## src/rtl/uart_rx_pkg.sv

```systemverilog
// Shared UART definitions: clock rate, frame format and receiver state encoding.
// The frame format constants are common to the transmitter and receiver.
package uart_rx_pkg;

  localparam logic [25:0] CLK_FREQ   = 26'd50_000_000;
  localparam int          CNT_W      = 13;
  localparam int          DATA_BITS  = 8;
  localparam logic        PARITY_ODD = 1'b1;

  typedef enum logic [2:0] {
    IDLE   = 3'd0,
    START  = 3'd1,
    DATA   = 3'd2,
    PARITY = 3'd3,
    STOP   = 3'd4,
    BREAK  = 3'd5
  } state_t;

endpackage

```

## src/rtl/uart_baud_div.sv

```systemverilog
// Registered bit-time divider: bit_time = CLK_FREQ/baud_rate - 1 and half = bit_time/2,
// both captured when load is high. Results too large for CNT_W saturate.
module uart_baud_div #(
  parameter logic [25:0] CLK_FREQ = uart_rx_pkg::CLK_FREQ,
  parameter int          CNT_W    = uart_rx_pkg::CNT_W
) (
  input  logic             sys_clk,
  input  logic             sys_rst,
  input  logic             load,
  input  logic [16:0]      baud_rate,
  output logic [CNT_W-1:0] bit_time,
  output logic [CNT_W-1:0] half
);

  localparam logic [25:0] CNT_MAX = 26'((1 << CNT_W) - 1);

  logic [25:0]      divisor;
  logic [25:0]      quotient;
  logic [25:0]      minus_one;
  logic [CNT_W-1:0] bit_time_next;

  // A zero divisor never reaches the registers (load is gated), but keep the divide defined.
  always_comb begin
    divisor       = (baud_rate == '0) ? 26'd1 : {9'd0, baud_rate};
    quotient      = CLK_FREQ / divisor;
    minus_one     = (quotient == '0) ? '0 : quotient - 26'd1;
    bit_time_next = (minus_one > CNT_MAX) ? '1 : minus_one[CNT_W-1:0];
  end

  always_ff @(posedge sys_clk) begin
    if (sys_rst) begin
      bit_time <= '0;
      half     <= '0;
    end else if (load) begin
      bit_time <= bit_time_next;
      half     <= bit_time_next >> 1;
    end
  end

endmodule

```

## src/rtl/uart_rx.sv

```systemverilog
// UART receiver: start, 8 data bits LSB first, odd parity, stop. Mid-bit sampling with a
// runtime baud rate; parity errors qualify data_valid, framing errors pulse frame_err.
module uart_rx #(
  parameter logic [25:0] CLK_FREQ = uart_rx_pkg::CLK_FREQ,
  parameter int          CNT_W    = uart_rx_pkg::CNT_W
) (
  input  logic        sys_clk,
  input  logic        sys_rst,
  input  logic [16:0] baud_rate,
  input  logic        rx,
  output logic [7:0]  data,
  output logic        data_valid,
  output logic        parity_err,
  output logic        frame_err,
  output logic        busy
);

  import uart_rx_pkg::*;

  localparam int BIT_W = $clog2(DATA_BITS);

  logic                 rx_meta_reg, rx_s_reg, rx_s_d_reg;
  logic [2:0]           fill_reg;
  logic                 start_edge, load;
  logic [CNT_W-1:0]     bit_time, half;

  state_t               state_reg, state_next;
  logic [CNT_W-1:0]     cnt_reg, cnt_next;
  logic [BIT_W-1:0]     bit_num_reg, bit_num_next;
  logic [DATA_BITS-1:0] shift_reg, shift_next;
  logic                 par_reg, par_next;
  logic [7:0]           data_reg, data_next;
  logic                 dv_reg, dv_next;
  logic                 pe_reg, pe_next;
  logic                 fe_reg, fe_next;

  // fill_reg marks when all three sync stages hold real line samples, so a line
  // that is already low when reset releases does not look like a start edge.
  always_ff @(posedge sys_clk) begin
    if (sys_rst) begin
      rx_meta_reg <= 1'b1;
      rx_s_reg    <= 1'b1;
      rx_s_d_reg  <= 1'b1;
      fill_reg    <= 3'b000;
    end else begin
      rx_meta_reg <= rx;
      rx_s_reg    <= rx_meta_reg;
      rx_s_d_reg  <= rx_s_reg;
      fill_reg    <= {fill_reg[1:0], 1'b1};
    end
  end

  assign start_edge = fill_reg[2] & rx_s_d_reg & ~rx_s_reg & (baud_rate != '0);
  assign load       = (state_reg == IDLE) & start_edge;

  uart_baud_div #(
    .CLK_FREQ (CLK_FREQ),
    .CNT_W    (CNT_W)
  ) u_baud_div (
    .sys_clk   (sys_clk),
    .sys_rst   (sys_rst),
    .load      (load),
    .baud_rate (baud_rate),
    .bit_time  (bit_time),
    .half      (half)
  );

  always_ff @(posedge sys_clk) begin
    if (sys_rst) begin
      state_reg   <= IDLE;
      cnt_reg     <= '0;
      bit_num_reg <= '0;
      shift_reg   <= '0;
      par_reg     <= 1'b0;
      data_reg    <= '0;
      dv_reg      <= 1'b0;
      pe_reg      <= 1'b0;
      fe_reg      <= 1'b0;
    end else begin
      state_reg   <= state_next;
      cnt_reg     <= cnt_next;
      bit_num_reg <= bit_num_next;
      shift_reg   <= shift_next;
      par_reg     <= par_next;
      data_reg    <= data_next;
      dv_reg      <= dv_next;
      pe_reg      <= pe_next;
      fe_reg      <= fe_next;
    end
  end

  always_comb begin
    state_next   = state_reg;
    cnt_next     = (cnt_reg == bit_time) ? '0 : cnt_reg + 1'b1;
    bit_num_next = bit_num_reg;
    shift_next   = shift_reg;
    par_next     = par_reg;
    data_next    = data_reg;
    dv_next      = 1'b0;
    pe_next      = pe_reg;
    fe_next      = 1'b0;

    case (state_reg)
      IDLE: begin
        cnt_next = '0;
        if (start_edge) state_next = START;
      end
      // Re-check the line at mid start bit to reject glitches.
      START: begin
        if (cnt_reg == half) begin
          cnt_next     = '0;
          bit_num_next = '0;
          state_next   = rx_s_reg ? IDLE : DATA;
        end
      end
      DATA: begin
        if (cnt_reg == bit_time) begin
          shift_next[bit_num_reg] = rx_s_reg;
          if (bit_num_reg == BIT_W'(DATA_BITS - 1)) state_next = PARITY;
          else bit_num_next = bit_num_reg + 1'b1;
        end
      end
      PARITY: begin
        if (cnt_reg == bit_time) begin
          par_next   = rx_s_reg;
          state_next = STOP;
        end
      end
      // Leaving at mid-stop lets a back-to-back start edge be caught immediately.
      STOP: begin
        if (cnt_reg == bit_time) begin
          if (rx_s_reg) begin
            data_next  = shift_reg;
            dv_next    = 1'b1;
            pe_next    = ((^shift_reg) ^ par_reg) != PARITY_ODD;
            state_next = IDLE;
          end else begin
            fe_next    = 1'b1;
            state_next = BREAK;
          end
        end
      end
      BREAK: begin
        cnt_next = '0;
        if (rx_s_reg) state_next = IDLE;
      end
      default: begin
        cnt_next   = '0;
        state_next = IDLE;
      end
    endcase
  end

  assign data       = data_reg;
  assign data_valid = dv_reg;
  assign parity_err = pe_reg;
  assign frame_err  = fe_reg;
  assign busy       = (state_reg != IDLE);

endmodule

```

## config.mk

```make
export PLATFORM = sky130hd
export DESIGN_NAME = uart_rx
export DESIGN_NICKNAME = d
export VERILOG_FILES = /design/src/rtl/uart_rx_pkg.sv /design/src/rtl/uart_baud_div.sv /design/src/rtl/uart_rx.sv
export SDC_FILE = /design/constraint.sdc
export NUM_CORES = 1
export LEC_CHECK = 0
export BUFFER_PORTS_ARGS = -buffer_cell sky130_fd_sc_hd__buf_2
export CORE_MARGIN = 5
export CORE_UTILIZATION = 61
export DETAILED_ROUTE_END_ITERATION = 16
export PLACE_DENSITY = 0.81
export SETUP_SLACK_MARGIN = 0.05
export SYNTH_ARGS = -nofsm -noshare
export SYNTH_HDL_FRONTEND = slang
export SYNTH_SLANG_ARGS = --single-unit
```

## constraint.sdc

```tcl
create_clock -name sys_clk -period 71.7 [get_ports sys_clk]
set_input_delay 10.755 -clock sys_clk [delete_from_list [all_inputs] [get_ports sys_clk]]
set_output_delay 10.755 -clock sys_clk [all_outputs]
set_load 0.005 [all_outputs]
```

After elaboration in Yosys (flattened, before gate mapping):

Index checks and enable logic that the tools add are counted.

* bits in registers: 70
* input port bits: 20
* output and inout bits: 12
* logic and storage cells: 89

* add/subtract/negate cells: 3
* divide/modulo/power cells: 1
* $lt $le $gt $ge: 3
* equal/unequal tests: 16
* muxes and demuxes: 26
* bitwise operators: 9
* reduce and logical (&&, ||, !) cells: 15

Operator list (count)
* $mux W13: 3
* $mux W3: 11
* $div A26 B26 Y26 const A: 1
* $gt A26 B13 Y1 const B: 1
* $logic_not A26 Y1: 1
* $mux W26: 1
* $pmux W13 S2: 1
* $sub A26 B1 Y26 const B: 1
* $pmux W3 S6: 1
* $logic_not A17 Y1: 1
* $mux W17: 1
* $reduce_bool A17 Y1: 1
* $ne A2 B2 Y1 const B: 8
* $add A13 B1 Y13 const B: 1
* $eq A13 B12 Y1: 1
* $eq A13 B13 Y1: 1
* $eq A3 B3 Y1 const B: 3
* $bwmux W8: 1
* $reduce_xor A8 Y1: 1
* $reduce_and A7 Y1: 1
* $eq A3 B2 Y1 const B: 2
* $pmux W3 S2: 1
* $reduce_or A3 Y1: 2
* $and A1 B1 Y1: 4
* 16 further kinds: 23

Logic depth before layout (Yosys ltp):

* word-level depth: 7
* depth in mapped cells: 323
* gate-level depth less buffers: 296

Modules after synthesis:

A second synthesis with hierarchy kept.

* cell total of the unflattened synthesis: 2921
* area, all modules: 20751.2 sq um

Modules (own cells, without submodules)
* uart_baud_div: instances 1, cells each 2642, area each 18342.6 sq um, seq. area each 260.2 sq um
* uart_rx: instances 1, cells each 279, area each 2408.6 sq um, seq. area each 900.9 sq um

Worst setup path before layout:

No wires, ideal clock.

* kind: in2reg
* from: in baud_rate[16]
* to: reg u_baud_div.bit_time[2]
* setup time: 0.125 ns
* arrival time: 68.062 ns
* data required time: 71.575 ns
* path slack: 3.513 ns
* stages: 294
* buffers on the path: 35
* cells stage by stage: buf_6 > or4_1 > buf_2 > nor3_4 > buf_6 > clkbuf_1 > nand2_1 > ha_1 > nand2b_1 > o21ai_0 > a21oi_1 > ha_1 > nor2b_1 > o211a_1 > a21oi_1 > a211oi_1 > inv_1 > ha_1 > [... 258 more ...] > nand3b_1 > nor2_1 > nor2_1 > o21ai_0 > o22a_1 > nand3_1 > inv_1 > ha_1 > inv_1 > nor3_1 > nand2_1 > nor3_1 > nand3_1 > xnor2_1 > nand3_1 > o21ba_4 > buf_8 > a31oi_2

* word-level cells in the longest chain between the ends: 7
* elaborated cells on any way between the ends: 11
* those cells by class: add/sub: 1; div: 1; order compare: 1; mux: 3; bitwise: 2; reduce/logical: 3

RTL lines
* start, declared: line uart_rx.sv:9 `input logic [16:0] baud_rate,`
* $logic_not A17 Y1: line uart_baud_div.sv:24 `divisor = (baud_rate == '0) ? 26'd1 : {9'd0, baud_rate};`
* $mux W17: line uart_baud_div.sv:24
* $div A26 B26 Y26: line uart_baud_div.sv:25 `quotient = CLK_FREQ / divisor;`
* $sub A26 B1 Y26 / $logic_not A26 Y1 (equally long branches): line uart_baud_div.sv:26 `minus_one = (quotient == '0) ? '0 : quotient - 26'd1;`
* $mux W26: line uart_baud_div.sv:26
* $gt A26 B13 Y1: line uart_baud_div.sv:27 `bit_time_next = (minus_one > CNT_MAX) ? '1 : minus_one[CNT_W-1:0];`
* $mux W13: line uart_baud_div.sv:27
* end signal, assigned: line uart_baud_div.sv:35 `bit_time <= bit_time_next;`
* end, declared: line uart_baud_div.sv:11 `output logic [CNT_W-1:0] bit_time,`

Several ways; a longest one is shown, not always the timed one.
A chain may end at the register's enable or synchronous reset.

Final worst setup path:

* from: in baud_rate[16]
* to: reg u_baud_div.bit_time[5]

Same word-level chain as after synthesis.

==> impl_metrics.csv <==
group,metric,value,unit
yosys,yosysSeqAreaShare,5.58,%
routing,post_drt_wl_per_cell,21.2,um
sta,drv_slew,0,
yosys,synth_fa_ha_area_share,17.3,%
clock_tree,cts-buffers-inserted,9,
die,core,33600,um^2
routing,antenna_left,0,
yosys,async_reset_ff_share,0,%
sta,finClkSkew,9.99,ps
die,pin_count,32,
clock_tree,cts.sinks,58,
yosys,synth.distinct_cells,123,
final_layout,nets,3298,
final_layout,area_growth,8.71,%
global_routing,met2_usage,56.5,%
setup_path,cp_top_family,"compound AO/OA/AOI/OAI gates",
global_routing,met1_usage,49.0,%
setup_path,critical_path.max_fanout,34,
clock_tree,htreeDepth,3,
final_layout,most-common-layout-cells,"nor2_1 (315), ha_1 (283), a21oi_1 (269)",
clock_tree,path_clk_slew,60,ps
die,fp-row-count,67,
die,initial_core_util,62.0,%
clock_tree,cts_buffer_depth,2,
setup_path,cp_common_cell,"a21oi_1",
die,die-area,37900,um^2
yosys,synth_cells,2938,
yosys,synth_edf_count,0,
placed_design,gp_congestion,1.02,
sta,timing.final.hold_violations,0,
sta,fmax,14.7,MHz
global_routing,grt.busiest_layer,"met2",
global_routing,grt_max_degree,35,
routing,num_vias,23552,
yosys,netlist_area,20800,um^2
hold_path,hp-class,"reg2reg",
placed_design,port_buffers,31,
die,die_h,195,um
global_routing,antenna_found_initial,1,
yosys,ys_warn_count,0,
yosys,synth_simple_gate_area_share,23.7,%
setup_path,worst_ep_arrival_time,68260,ps
yosys,synthMuxAreaShare,4.63,%
clock_tree,hold_buffers,0,
clock_tree,cts_tree,"built",
clock_tree,root_buffer,"clkbuf_16",
routing,routed_wl,73.2,mm
yosys,synth-seq-cells,58,
setup_path,critical_path_buf_inv_count,22,
sta,setup_violations,0,
global_routing,grt_overflow,0,
sta,worstMarginPinSlew,1300,ps
final_layout,multi_input_area,19400,um^2
yosys,synthesis.nets,3244,
global_routing,first_global_vias,21312,
sta,relSlewSlack,13.0,%
setup_path,worstSetupPathType,"in2reg",
final_layout,nFillCells,2974,
final_layout,drive_gt1_share,12.4,%
final_layout,regArea,1160,um^2
global_routing,use_met3,5.66,%
routing,dr.pass1.iters,5,
outcome,status,"completed",
job,max_cap_viol_count,0,
clock_tree,clkLatencyLatePin,340,ps
final_layout,utilization,67.4,%
routing,drc_errors,0,
setup_path,cp_slowest_cell,"or4_4",
routing,drt_first_iter_violations,2631,
sta,fin_crit_sh,94.9,%
placed_design,dp_hpwl,55.9,mm
setup_path,critical-path-max-stage-delay,650,ps
yosys,synth_top_family_by_area,"compound AO/OA/AOI/OAI gates",
setup_path,crit_path_end_kind,"register",
yosys,synth_compound_area_share,33.9,%
sta,period_minus_slack,68050,ps
routing,viasPerCell,6.83,
yosys,synth_xor_area_share,11.1,%
final_layout,final_common_cell,"nor2_1",
die,fp.dieW,195,um
yosys,syn_avg_cell_area,7.09,um^2
setup_path,cp.required,71910,ps
global_routing,grt_usage,35.5,%
yosys,synth_flop_cell,"dfxtp_1",
global_routing,grt_pass1_wl,113,mm
setup_path,worstSetupStartpointType,"primary input",
==> per-stage QoR <==
| step | std cells | area (um^2) | setup TNS (ps) | setup slack (ps) | hold slack, ps |
|---|---|---|---|---|---|
| after CTS | 3408 | 21900 | 0 | 222 | 432 |
| after global placement | 3392 | 21600 | 0 | 802 | 405 |
| after floorplan | 2938 | 20800 | 0 | 3510 | 389 |
| final | 3447 | 22600 | 0 | 3650 | 427 |
| after detailed placement | 3392 | 21600 | -16570 | -1290 | 419 |
| after global routing | 3446 | 22600 | -4040 | -338 | 445 |
==> layout make-up <==
cell class | instances | share of cell area [%]
multi-input cells | 2687 | 85.5
clock buffers | 10 | 1.01
well taps | 448 | 2.48
repair buffers | 120 | 3.74
flip-flops and latches | 58 | 5.13
diodes | 2 | 0.0221
clock inverters | 6 | 0.193
inverters | 116 | 1.92
==> worst paths after layout <==
path | cells past startpoint | from | end | slack (ps)
max | 281 | baud_rate[16] | u_baud_div.bit_time[5]$_SDFFE_PP0P_ | 3650
max reg2reg | 7 | cnt_reg[0]$_SDFF_PP0_ | data[0]$_SDFFE_PP0P_ | 68510
min reg2reg | 1 | rx_meta_reg$_SDFF_PP1_ | rx_s_reg$_SDFF_PP1_ | 430
min | 1 | rx_meta_reg$_SDFF_PP1_ | rx_s_reg$_SDFF_PP1_ | 430
==> synthesized netlist by cell type (47+ instances only) <==
cell / count / area share [%]
clkbuf_1: 54 / 0.97
a21oi_1: 287 / 6.9
nand3_1: 71 / 1.7
nor3_1: 84 / 2.0
inv_1: 114 / 2.1
xnor2_1: 170 / 7.1
xor2_1: 91 / 3.8
o21a_1: 55 / 2.0
nand2b_1: 48 / 1.4
dfxtp_1: 58 / 5.6
mux2_2: 61 / 3.3
o21bai_1: 47 / 1.7
o21ai_0: 182 / 4.4
a21o_1: 115 / 4.1
ha_1: 284 / 17
nor2_1: 321 / 5.8
nand2_1: 246 / 4.4
==> what timing repair did <==
action                                 in CTS  in global routing
endpoints found under the hold margin       0                  0
pin swaps                                   0                 23
buffers inserted                            0                 34
resized for setup                           8                116
cloned                                      0                  3
setup endpoints to repair                  13                 13
==> metal layers <==
| metal | wire length (um) | vias up |
|---|---|---|
| met5 | 0 | - |
| met4 | 3100 | 0 |
| met3 | 7660 | 245 |
| met2 | 31800 | 1248 |
| met1 | 30700 | 10918 |
| li1 | - | 11141 |
==> kinds of logic (layout without fill, tap and decap cells) <==
group | count (synthesis) | after routing
adder cells (fa/ha/maj) | 286 | 286
XOR/XNOR | 262 | 262
flip-flops | 58 | 58
buffers and inverters | 196 | 252
other | 0 | 2
AO/OA/AOI/OAI | 1042 | 1044
AND/OR/NAND/NOR | 1007 | 1008
multiplexers | 87 | 87
==> worst register-to-register path, stage by stage (launching register included) <==
cell     delay [ps]
dfxtp_1         470
xor2_1          130
nor4_1          300
nand4_1         150
nor4_2          850
nand4_1         680
mux2i_1         390
nor2_1           80
Power is left out: the tool's default activity adds up to more than one toggle a clock period on the data nets, which glitch-free logic cannot reach.
